**src/rtl/fetch_unit_pkg.sv**
```systemverilog
// Shared constants and types for the rvseed instruction fetch stage.
// Also provides the core-wide width macros when no other header has set them.
`ifndef CPU_WIDTH
`define CPU_WIDTH 32
`endif
`ifndef INST_MEM_ADDR_WIDTH
`define INST_MEM_ADDR_WIDTH 10
`endif

package fetch_unit_pkg;

    localparam logic [`CPU_WIDTH-1:0] DEFAULT_RESET_PC = '0;
    localparam logic [`CPU_WIDTH-1:0] PC_INCR          = 4;

    typedef enum logic [1:0] {
        BOOT = 2'd0,
        RUN  = 2'd1,
        FULL = 2'd2
    } fetch_state_e;

    typedef struct packed {
        logic [`CPU_WIDTH-1:0] pc;
        logic [`CPU_WIDTH-1:0] inst;
    } fetch_entry_t;

    function automatic logic [`CPU_WIDTH-1:0] align_pc(input logic [`CPU_WIDTH-1:0] pc);
        return {pc[`CPU_WIDTH-1:2], 2'b00};
    endfunction

endpackage

```
**src/rtl/fetch_unit_if.sv**
```systemverilog
// Fetch-to-decode handshake: fetch is the master presenting {inst, pc}, decode
// is the slave driving out_ready.
interface fetch_unit_if;

    logic                  out_valid;
    logic                  out_ready;
    logic [`CPU_WIDTH-1:0] out_inst;
    logic [`CPU_WIDTH-1:0] out_pc;

    modport master (
        output out_valid,
        output out_inst,
        output out_pc,
        input  out_ready
    );

    modport slave (
        input  out_valid,
        input  out_inst,
        input  out_pc,
        output out_ready
    );

endinterface

```
**src/rtl/fetch_unit_queue.sv**
```systemverilog
// Two-entry FIFO of {pc, inst} between fetch and decode. The head register keeps
// its last contents when the queue drains or is flushed.
module fetch_unit_queue
    import fetch_unit_pkg::*;
(
    input  logic         clk,
    input  logic         rst_n,
    input  logic         push,
    input  logic         pop,
    input  logic         flush,
    input  fetch_entry_t push_entry,
    output logic [1:0]   count,
    output fetch_entry_t head
);

    fetch_entry_t tail;

    // Pop only shifts tail into head when a second entry exists, so a drained
    // queue still shows the last instruction on its head.
    always_ff @(posedge clk or negedge rst_n) begin
        if (!rst_n) begin
            count <= 2'd0;
            head  <= '0;
            tail  <= '0;
        end else if (flush) begin
            count <= 2'd0;
        end else begin
            case ({push, pop})
                2'b10: begin
                    if (count == 2'd0) begin
                        head <= push_entry;
                    end else begin
                        tail <= push_entry;
                    end
                    count <= count + 2'd1;
                end
                2'b01: begin
                    if (count == 2'd2) begin
                        head <= tail;
                    end
                    count <= count - 2'd1;
                end
                2'b11: begin
                    if (count == 2'd2) begin
                        head <= tail;
                        tail <= push_entry;
                    end else begin
                        head <= push_entry;
                    end
                end
                default: begin
                end
            endcase
        end
    end

endmodule

```
**src/rtl/fetch_unit.sv**
```systemverilog
// rvseed fetch stage: owns the PC, samples imem into a 2-entry queue for decode.
// Optional FETCH_PERF_CNT_EN adds push and full-stall performance counters.
module fetch_unit
    import fetch_unit_pkg::*;
#(
    parameter logic [`CPU_WIDTH-1:0] RESET_PC    = DEFAULT_RESET_PC,
    parameter int                    QUEUE_DEPTH = 2
) (
    input  logic                  clk,
    input  logic                  rst_n,
    output logic [`CPU_WIDTH-1:0] curr_pc,
    input  logic [`CPU_WIDTH-1:0] inst,
    input  logic                  redirect_en,
    input  logic [`CPU_WIDTH-1:0] redirect_pc,
    fetch_unit_if.master          dec
`ifdef FETCH_PERF_CNT_EN
    ,
    output logic [31:0]           perf_fetch_cnt,
    output logic [31:0]           perf_stall_cnt
`endif
);

    generate
        if (QUEUE_DEPTH != 2 || RESET_PC[1:0] != 2'b00) begin : g_bad_config
            $error("fetch_unit: QUEUE_DEPTH must be 2 and RESET_PC word aligned");
        end
    endgenerate

    fetch_state_e state;
    logic [1:0]   q_count;
    fetch_entry_t q_head;
    fetch_entry_t new_entry;
    logic         push;
    logic         pop;
    logic         will_fill;

    assign pop       = dec.out_valid && dec.out_ready;
    assign push      = (state != BOOT) && !redirect_en && ((q_count != 2'd2) || pop);
    assign will_fill = !pop && ((q_count == 2'd2) || (q_count == 2'd1 && push));
    assign new_entry = '{pc: curr_pc, inst: inst};

    // Redirect overrides everything, including a pending BOOT cycle.
    always_ff @(posedge clk or negedge rst_n) begin
        if (!rst_n) begin
            state   <= BOOT;
            curr_pc <= RESET_PC;
        end else if (redirect_en) begin
            state   <= RUN;
            curr_pc <= align_pc(redirect_pc);
        end else begin
            if (push) begin
                curr_pc <= curr_pc + PC_INCR;
            end
            case (state)
                BOOT:    state <= RUN;
                RUN:     if (will_fill) state <= FULL;
                FULL:    if (pop) state <= RUN;
                default: state <= BOOT;
            endcase
        end
    end

    fetch_unit_queue u_queue (
        .clk        (clk),
        .rst_n      (rst_n),
        .push       (push),
        .pop        (pop),
        .flush      (redirect_en),
        .push_entry (new_entry),
        .count      (q_count),
        .head       (q_head)
    );

    assign dec.out_valid = (q_count != 2'd0);
    assign dec.out_inst  = q_head.inst;
    assign dec.out_pc    = q_head.pc;

`ifdef FETCH_PERF_CNT_EN
    always_ff @(posedge clk or negedge rst_n) begin
        if (!rst_n) begin
            perf_fetch_cnt <= '0;
            perf_stall_cnt <= '0;
        end else begin
            if (push) begin
                perf_fetch_cnt <= perf_fetch_cnt + 32'd1;
            end
            if (state == FULL && !pop) begin
                perf_stall_cnt <= perf_stall_cnt + 32'd1;
            end
        end
    end
`endif

endmodule

```
**src/flat_wrapper.sv**
```systemverilog
// flat-port wrapper written by rule: the top's interface ports become plain ports
module fetch_unit_flat import fetch_unit_pkg::*;
#(
    parameter logic [`CPU_WIDTH-1:0] RESET_PC    = DEFAULT_RESET_PC,
    parameter int                    QUEUE_DEPTH = 2
)
  (clk, rst_n, curr_pc, inst, redirect_en, redirect_pc, dec_out_valid, dec_out_inst, dec_out_pc, dec_out_ready);
  fetch_unit_if dec_i ();
  input  logic clk;
  input  logic rst_n;
  output logic [`CPU_WIDTH-1:0] curr_pc;
  input  logic [`CPU_WIDTH-1:0] inst;
  input  logic redirect_en;
  input  logic [`CPU_WIDTH-1:0] redirect_pc;
  output wire logic [$bits(dec_i.out_valid)-1:0] dec_out_valid;
  output wire logic [$bits(dec_i.out_inst)-1:0] dec_out_inst;
  output wire logic [$bits(dec_i.out_pc)-1:0] dec_out_pc;
  input wire logic [$bits(dec_i.out_ready)-1:0] dec_out_ready;
  assign dec_out_valid = dec_i.out_valid;
  assign dec_out_inst = dec_i.out_inst;
  assign dec_out_pc = dec_i.out_pc;
  assign dec_i.out_ready = dec_out_ready;
  fetch_unit #(.RESET_PC(RESET_PC), .QUEUE_DEPTH(QUEUE_DEPTH)) u_core (.clk(clk), .rst_n(rst_n), .curr_pc(curr_pc), .inst(inst), .redirect_en(redirect_en), .redirect_pc(redirect_pc), .dec(dec_i));
endmodule
```
**config.mk**
```make
export PLATFORM = sky130hd
export DESIGN_NAME = fetch_unit_flat
export DESIGN_NICKNAME = d
export VERILOG_FILES = /design/src/rtl/fetch_unit_pkg.sv /design/src/rtl/fetch_unit_if.sv /design/src/rtl/fetch_unit_queue.sv /design/src/rtl/fetch_unit.sv /design/src/flat_wrapper.sv
export SDC_FILE = /design/constraint.sdc
export NUM_CORES = 1
export LEC_CHECK = 0
export ABC_AREA = 1
export CAP_MARGIN = 20
export CORE_UTILIZATION = 50
export DETAILED_ROUTE_END_ITERATION = 12
export MAX_ROUTING_LAYER = met4
export PLACE_DENSITY = 0.9
export SETUP_SLACK_MARGIN = 0.2
export SLEW_MARGIN = 20
export SYNTH_ARGS = -nofsm -noshare
export SYNTH_HDL_FRONTEND = slang
export SYNTH_HIERARCHICAL = 1
export SYNTH_SLANG_ARGS = --single-unit
```
**constraint.sdc**
```tcl
create_clock -name clk -period 2.6 [get_ports clk]
set_input_delay 0.52 -clock clk [delete_from_list [all_inputs] [get_ports clk]]
set_output_delay 0.52 -clock clk [all_outputs]
set_load 0.01 [all_outputs]
```
==> impl_metrics.ini, run 1 <==
[outcome]
status = completed

[floorplanning]
core_um2 = 16500
dieArea_um2 = 17300
rows = 47
ios = 165
die_h_um = 132
die_w_um = 132
initial_utilization_pct = 51.0

[worst_setup_path]
crit_chain = clkdlybuf4s50_1, inv_4, o21ai_2, nor2_2, nand2_2, nand2_2, buf_4, nand2_1, nand3_1, nand2_1
startpoint_type = input pin
critPathKind = in2reg
cp.arrival_ns = 2.57
cp_slowest_cell = clkdlybuf4s50_1
cp_data_required_time_ns = 2.91
crit_fanout = 39
cpPeakStageDelay_ns = 0.50
worstSetupEndpointType = register

[timing]
period_needed_ns = 2.25
fin_crit_sh_pct = 86.6
finalHoldViolations = 0
fin_setup_tns_ns = 0
setup_viol = 0
whs_ns = 0.0470
worst_pin_slew_ns = 0.600
drv_slew = 0
rsz0062_at_grt = no
skew_ns = 0.00735
max_freq_ghz = 0.444
relSlewSlack_pct = 60.0

[pwr]
vdd_drop_max_uv = 507
power_density_nw_per_um2 = 1040
power_leakage_uw = 0.00536

[drt]
routed_via_density = 5.32
post_drt_wl_per_cell_um = 14.7
drcViolationCount = 0
ant_nets = 0
num_vias = 7966
drt_first_pass_iters = 6
routed_wl_mm = 22.0
drt_iter0_drc = 638

[final_layout]
area_growth_pct = 28.3
layout_common_cells = 440 x nand2_1, 162 x dfrtp_1, 159 x clkdlybuf4s50_1
final_util_pct = 65.4
drive_gt1_share_pct = 5.80
n_fill_cell = 1340
diodes = 0
num-nets-final = 1332
layout_commonest_cell = nand2_1
multi_input_area_um2 = 3610
regArea_um2 = 4050

[placement]
hpwl_mm = 14.5
gp_congestion = 0.929
portBuffers = 160

[global_route]
antenna_found_initial = 0
gr-usage-all-layers_pct = 27.2
grt_max_degree = 97
grt_pass1_vias = 7451
grt_first_pass_wirelength_mm = 36.6
grt_overflow = 0

[clock_network]
cts.sinks = 162
clk_latency_ns = 0.43
cts.repair.resized = 0
cts_hold_buf = 0
ctsHtreeMaxLevel = 4
cts_tree = yes
cts_buffers = 17
post_cts_buffers = 0
root_buffer = clkbuf_16
clkTransAtPathRegs_ns = 0.07
clock_path_buffers = 2

[logic_synthesis]
synth-seq-cells = 162
synth_seq_area_share_pct = 48.3
yosysWarnings = 6
syn_avg_cell_area_um2 = 7.49
netlist_area_um2 = 8400
syn_inst = 1122
synth_cell_types = 30

[hold_path]
min_path_type = in2async

[job]
max-cap-violations = 0
==> state kept, by name, summed over array words and instances, names as in the netlist <==
name / cells
u_core/u_queue/head: 64
u_core/u_queue/tail: 64
u_core/curr_pc: 30
u_core/state: 2
u_core/u_queue/count: 2
==> Yosys cell counts <==
master / n / area share (%)
a21oi_1: 2 / 0.12
a22oi_1: 2 / 0.18
a31o_2: 1 / 0.10
a31oi_1: 1 / 0.075
buf_1: 1 / 0.045
buf_2: 39 / 2.3
buf_4: 7 / 0.63
buf_6: 2 / 0.27
clkbuf_1: 8 / 0.36
clkbuf_4: 1 / 0.089
conb_1: 1 / 0.045
dfrtp_1: 162 / 48
ha_1: 1 / 0.15
inv_1: 120 / 5.4
inv_4: 1 / 0.075
nand2_1: 441 / 20
nand2_2: 8 / 0.60
nand3_1: 96 / 5.7
nand3b_1: 66 / 5.9
nor2_1: 48 / 2.1
nor2_2: 5 / 0.37
nor2_4: 5 / 0.67
nor3b_1: 1 / 0.089
o211ai_1: 5 / 0.45
o21ai_0: 72 / 4.3
o21ai_1: 14 / 0.83
o21ai_2: 1 / 0.10
o21bai_1: 3 / 0.27
or2_2: 1 / 0.075
xor2_1: 7 / 0.73
==> critical path, delay by kind of cell <==
| family | cells | cell delay (ns) |
|---|---|---|
| buffers and inverters | 3 | 1.00 |
| AND/OR/NAND/NOR | 6 | 0.93 |
| AO/OA/AOI/OAI | 1 | 0.06 |
==> path summary, 6_finish.rpt <==
check                                                       to  slack (ns)                                 from  depth (start not counted)
setup / recovery           u_core/u_queue/head[48]$_DFFE_PN0P_        0.35                          redirect_en                         10
hold / removal             u_core/u_queue/head[25]$_DFFE_PN0P_        0.05                                rst_n                          1
setup reg to reg           u_core/u_queue/head[48]$_DFFE_PN0P_        0.59  u_core/u_queue/count[0]$_DFFE_PN0P_                         10
hold reg to reg            u_core/u_queue/head[50]$_DFFE_PN0P_        0.48  u_core/u_queue/head[50]$_DFFE_PN0P_                          2
max in group asynchronous  u_core/u_queue/tail[13]$_DFFE_PN0P_        1.79                                rst_n                          2
min in group clk           u_core/u_queue/head[50]$_DFFE_PN0P_        0.48  u_core/u_queue/head[50]$_DFFE_PN0P_                          2
==> final cells by class <==
type,instances,share of cell area (%)
Tap cell,220,2.55
Clock buffer,19,4.11
Timing Repair Buffer,177,16.8
Multi-Input combinational cell,784,33.5
Sequential cell,162,37.6
Clock inverter,13,1.20
Inverter,121,4.24
==> metal layers <==
metal	wire [um]	share of wire, %	global-route usage, %	vias up
li1	-	-	-	3784
met1	9380	43	35.4	3746
met2	10300	47	42.2	375
met3	1630	7.4	4.21	61
met4	676	3.1	12.1	0
met5	0	0	-	-
==> power breakdown <==
| part | total (uW) | switching, uW | internal [uW] |
|---|---|---|---|
| logic | 4450 | 2320 | 2130 |
| clock network | 2410 | 1060 | 1360 |
| registers | 4380 | 762 | 3620 |
==> cell families (layout without fill, tap and decap cells) <==
logic type | Yosys count | after routing | synth area share (%)
AOI/OAI and AO/OA | 101 | 101 | 6.42
xor gates and xnor gates | 7 | 7 | 0.730
adders and majority gates | 1 | 1 | 0.149
buffers and inverters | 179 | 330 | 9.14
DFF | 162 | 162 | 48.3
other | 1 | 4 | 0.0446
and+or+nand+nor | 671 | 671 | 35.3
==> stage by stage <==
stage,setup WS [ns],instance area (um2),power [uW],instances
6_report,0.348,10800,11200,1496
2_1_floorplan,0.525,8410,6750,1125
3_5_place_dp,-0.00198,10200,8810,1464
5_1_grt,0.258,10800,12000,1496
3_3_place_gp,0.0989,10200,8620,1464
4_1_cts,0.370,10800,11300,1496
(Power assumes the default switching activity.)
==> run 2: changes to the inputs <==
CORE_UTILIZATION = 47   (was 50)
PLACE_DENSITY = 0.89   (was 0.9)
clock period = 2 ns   (was 2.6 ns; I/O delays follow)
==> impl_metrics.ini, run 2 (synthesis gave the netlist of run 1 again) <==
[worst_setup_path]
path_common_cell = nor2_4
worstRegToRegCells = 12
cpPeakStageDelay_ns = 0.43
crit_end = u_core/u_queue/head[42]$_DFFE_PN0P_
crit_buf_inv = 4
worst-path-stages = 12
crit_chain = inv_2, nand2_2, nor2_4, nor2_4, buf_6, nor2_4, nand2_2, nand3b_1, buf_6, clkbuf_16, nand2_1, nand2_1
r2r-start = u_core/u_queue/count[0]$_DFFE_PN0P_
worstSetupStartpoint = u_core/u_queue/count[0]$_DFFE_PN0P_
critical-path-top-delay-family = simple AND/OR/NAND/NOR gates
startpoint_type = register
r2r_end = u_core/u_queue/head[42]$_DFFE_PN0P_
cp_slowest_cell = dfrtp_2
critPathKind = reg2reg
timing.reg2reg.setup_slack_ns = 0.12
cp.arrival_ns = 2.26
cp_data_required_time_ns = 2.38
crit_fanout = 7
worstSetupEndpointType = register

[timing]
skew_ns = 0.0112
max_freq_ghz = 0.531
drv_slew = 0
setup_viol = 0
fin_crit_sh_pct = 94.2
rsz0062_at_grt = yes
finalHoldViolations = 0
worst_slack_ns = 0.117
period_needed_ns = 1.88

[placement]
portBuffers = 160
hpwl_mm = 15.5
place_ws_ns = -0.261
gp_congestion = 0.947

[floorplanning]
core_um2 = 17400
dieArea_um2 = 18400
die_h_um = 136
initial_utilization_pct = 48.4
ios = 165
die_w_um = 136
rows = 48

[final_layout]
drive_gt1_share_pct = 18.8
area_growth_pct = 47.0
layout_commonest_cell = nand2_1
diodes = 0
layout_common_cells = 382 x nand2_1, 142 x clkdlybuf4s50_1, 136 x dfrtp_1
num-nets-final = 1415
reg_top3 = u_core/u_queue/head x64, u_core/u_queue/tail x64, u_core/curr_pc x30

[hold_path]
min_path_type = in2async

[clock_network]
ctsHtreeMaxLevel = 4
root_buffer = clkbuf_16
clock_path_buffers = 2
cts_buffers = 17
clk_latency_ns = 0.44
cts_tree = yes
cts.sinks = 162
clkTransAtPathRegs_ns = 0.07

[drt]
ant_nets = 0
drt_first_pass_iters = 8
routed_wl_mm = 30.0
drcViolationCount = 0
post_drt_wl_per_cell_um = 19.0
routed_via_density = 5.65
num_vias = 8947
drt_iter0_drc = 1052

[global_route]
antenna_found_initial = 0
grt_first_pass_wirelength_mm = 38.8
gr-usage-all-layers_pct = 28.2
grt_max_degree = 89
grt_pass1_vias = 7817
grt_overflow = 0

[pwr]
vdd_drop_max_uv = 758
power_density_nw_per_um2 = 1370
power_leakage_uw = 0.00613
power_uw = 16900

[job]
max-cap-violations = 0

[outcome]
status = completed
run 2: timing repair:
item / CTS / global route
gates resized for setup: 52 / 134
hold endpoints to repair: 31 / 0
endpoints found under the setup margin: 95 / 145
hold buffers: 1 / 0
setup buffers: 27 / 11
pin swaps: 2 / 36
gates cloned: 3 / 26
run 2: power by group:
part	internal [uW]	switching (uW)
clock	1670	1420
combinational	3950	4090
sequential	4740	1060
total	10400	6580
run 2: per-stage QoR:
step / std cells / hold WS [ns] / TNS [ns] / util, % / area [um2]
floorplan: 1125 / 0.104 / 0 / - / 8490
global placement: 1484 / 0.312 / -14.78 / 59.9 / 10400
detailed placement: 1484 / 0.308 / -19.72 / 59.9 / 10400
CTS: 1547 / 0.423 / 0 / 65.2 / 11300
global route: 1584 / 0.444 / 0 / 71.2 / 12400
finish: 1584 / 0.413 / 0 / 71.2 / 12400
run 2: layer usage:
| metal | routed length, um | GRT usage (%) | up-vias |
|---|---|---|---|
| met1 | 11400 | 33.8 | 4226 |
| li1 | - | - | 3977 |
| met2 | 14500 | 46.3 | 627 |
| met4 | 1390 | 13.6 | 0 |
| met5 | 0 | - | - |
| met3 | 2720 | 4.45 | 117 |
run 2: how the worst min path moves through the flow:
stage,from,endpoint,slack (ns),cells after the start
6_report,rst_n,u_core/u_queue/head[24]$_DFFE_PN0P_,0.41,2
5_1_grt,rst_n,u_core/u_queue/head[23]$_DFFE_PN0P_,0.44,2
4_1_cts,rst_n,u_core/u_queue/head[23]$_DFFE_PN0P_,0.42,2
3_5_place_dp,rst_n,u_core/u_queue/head[23]$_DFFE_PN0P_,0.31,1
3_3_place_gp,rst_n,u_core/u_queue/head[23]$_DFFE_PN0P_,0.31,1
2_1_floorplan,rst_n,u_core/curr_pc[10]$_DFFE_PN0N_,0.10,0
run 2: layout make-up:
type	count	area, um2
well taps	225	282
clock buffers	19	453
inverters	121	460
multi-input cells	784	3950
fillers	1250	5000
clock inverters	13	103
repair buffers	260	3020
flip-flops and latches	162	4090
==> run 3: changes to the inputs <==
CELL_PAD_IN_SITES_DETAIL_PLACEMENT = 1   (was unset)
CELL_PAD_IN_SITES_GLOBAL_PLACEMENT = 1   (was unset)
CORE_UTILIZATION = 34   (was 47)
GPL_TIMING_DRIVEN = 0   (was unset)
SLEW_MARGIN = unset   (was 20)
==> impl_metrics.ini, run 3 (synthesis gave the netlist of run 1 again) <==
[outcome]
status = completed

[floorplanning]
rows = 57
initial_utilization_pct = 34.6
dieArea_um2 = 25300
ios = 165
core_um2 = 24200
die_w_um = 159
die_h_um = 159

[timing]
relSlewSlack_pct = 60.9
fin_crit_sh_pct = 99.8
worst_pin_slew_ns = 0.587
skew_ns = 0.0112
rsz0062_at_grt = yes
max_freq_ghz = 0.501
period_needed_ns = 2.00
whs_ns = 0.479
drv_slew = 0
finalHoldViolations = 0
setup_viol = 0

[final_layout]
finalInstanceArea_um2 = 12100
num-nets-final = 1431
diodes = 0
reg_top3 = u_core/u_queue/head x64, u_core/u_queue/tail x64, u_core/curr_pc x30
regArea_um2 = 4090
layout_common_cells = 390 x nand2_1, 135 x dfrtp_1, 126 x clkdlybuf4s50_1
area_growth_pct = 43.8
multi_input_area_um2 = 3860
n_fill_cell = 2929
drive_gt1_share_pct = 18.7
layout_commonest_cell = nand2_1
final_cells = 1699

[pwr]
vdd_drop_max_uv = 452
switching_power_uw = 6260
internal_power_uw = 9920
clockPowerShare_pct = 18.7
seqPwrFrac_pct = 35.3
sw_frac_of_total_pct = 38.7
combPwrFrac_pct = 46.0
power_leakage_uw = 0.00616
power_density_nw_per_um2 = 1340

[worst_setup_path]
worstRegToRegCells = 12
worstSetupEndpointType = register
r2r_end = u_core/u_queue/head[14]$_DFFE_PN0P_
cp.arrival_ns = 2.31
critPathKind = reg2reg
cp_data_required_time_ns = 2.31
crit_end = u_core/u_queue/head[14]$_DFFE_PN0P_
timing.reg2reg.setup_slack_ns = 0.004
r2r-start = u_core/u_queue/count[1]$_DFFE_PN0P_
crit_fanout = 6
worstSetupStartpoint = u_core/u_queue/count[1]$_DFFE_PN0P_
startpoint_type = register

[clock_network]
cts_tree = yes
clkTransAtPathRegs_ns = 0.07
root_buffer = clkbuf_16
clk_latency_ns = 0.43
cts.sinks = 162
ctsHtreeMaxLevel = 4
cts_buffers = 17
clock_path_buffers = 2

[drt]
post_drt_wl_per_cell_um = 17.9
routed_via_density = 4.98
routed_wl_mm = 30.3
ant_nets = 0
drt_iter0_drc = 480
drt_first_pass_iters = 6
num_vias = 8460
drcViolationCount = 0

[global_route]
gr-usage-all-layers_pct = 24.7
grt_pass1_vias = 8858
grt_first_pass_wirelength_mm = 47.6
grt_overflow = 0
grt_max_degree = 109
antenna_found_initial = 0

[placement]
portBuffers = 160
hpwl_mm = 20.2
placed_cells = 1610
place_area_um2 = 10500
gp_congestion = 0.863

[job]
max-cap-violations = 0

[hold_path]
min_path_type = reg2reg
## run 3: cell count changes in the layout (fill, tap and decap cells not counted), moves of 4 or more
cell / delta
clkbuf_4: +8
buf_4: +14
buf_8: +5
buf_2: +13
clkbuf_16: -18
clkdlybuf4s50_1: -16
dlymetal6s2s_1: +17
nand2_4: -5
clkbuf_1: +4
nand2_1: +8
o21ai_1: -5
buf_6: -4
buf_12: -8
## run 3: worst min path at each step
stage / to / slack (ns) / from / depth (start not counted)
2_1_floorplan: u_core/curr_pc[10]$_DFFE_PN0N_ / 0.10 / rst_n / 0
3_3_place_gp: u_core/u_queue/tail[35]$_DFFE_PN0P_ / 0.46 / u_core/u_queue/tail[35]$_DFFE_PN0P_ / 2
3_5_place_dp: u_core/u_queue/head[23]$_DFFE_PN0P_ / 0.35 / rst_n / 1
4_1_cts: u_core/u_queue/tail[40]$_DFFE_PN0P_ / 0.48 / u_core/u_queue/tail[40]$_DFFE_PN0P_ / 2
5_1_grt: u_core/u_queue/head[11]$_DFFE_PN0P_ / 0.50 / u_core/u_queue/head[11]$_DFFE_PN0P_ / 2
6_report: u_core/u_queue/tail[11]$_DFFE_PN0P_ / 0.48 / u_core/u_queue/tail[11]$_DFFE_PN0P_ / 2
## run 3: layer usage
metal	vias to the layer above	GRT usage (%)	share of wire [%]
met2	237	43.7	53
met5	-	-	0
met3	32	3.20	3.5
met1	4211	29.3	42
li1	3980	-	-
met4	0	7.08	1.6
## run 3: final cells by class
cell class	count	area share, %
buffer	58	4.29
inverter	121	3.82
clock buffer	18	3.55
multi-input combinational	784	31.9
tap	324	3.35
timing repair buffer	218	18.3
sequential	162	33.8
clock inverter	14	0.890
## run 3: power groups by stage
stage	Combinational, uW	Sequential (uW)	Clock [uW]
global route	8110	5880	3200
detailed placement	6100	5780	0
finish	7440	5720	3020
CTS	7160	5670	3080
floorplan	3010	5850	0
global placement	5810	5710	0
## run 3: repair_timing
action,4_1_cts,5_1_grt
pin swaps,23,9
buffers inserted,43,8
hold endpoints to repair,54,0
gates resized for setup,137,82
gates cloned,5,0
hold buffers,1,0
endpoints found under the setup margin,160,150
## run 3: through the flow
stage	utilization [%]	setup WS (ns)	total power, uW	TNS (ns)
4_1_cts	48.8	-0.0238	15900	-0.0939
5_1_grt	49.8	-0.0925	17200	-4.50
6_report	49.8	0.00352	16200	0
2_1_floorplan	-	0.203	8860	0
3_3_place_gp	43.3	-6.20	11500	-1089.72
3_5_place_dp	43.4	-0.913	11900	-100.24
## run 3: worst max-delay path: stages, from the launching register on
cell and delay, ns:
dfrtp_2 0.45, nand2_1 0.09, nor2_2 0.04, nor2_2 0.15, buf_6 0.13, buf_12 0.13
o21ai_4 0.05, nand3b_1 0.23, buf_6 0.20, buf_12 0.13, clkbuf_16 0.16, nand2_4 0.06
nand2_1 0.05
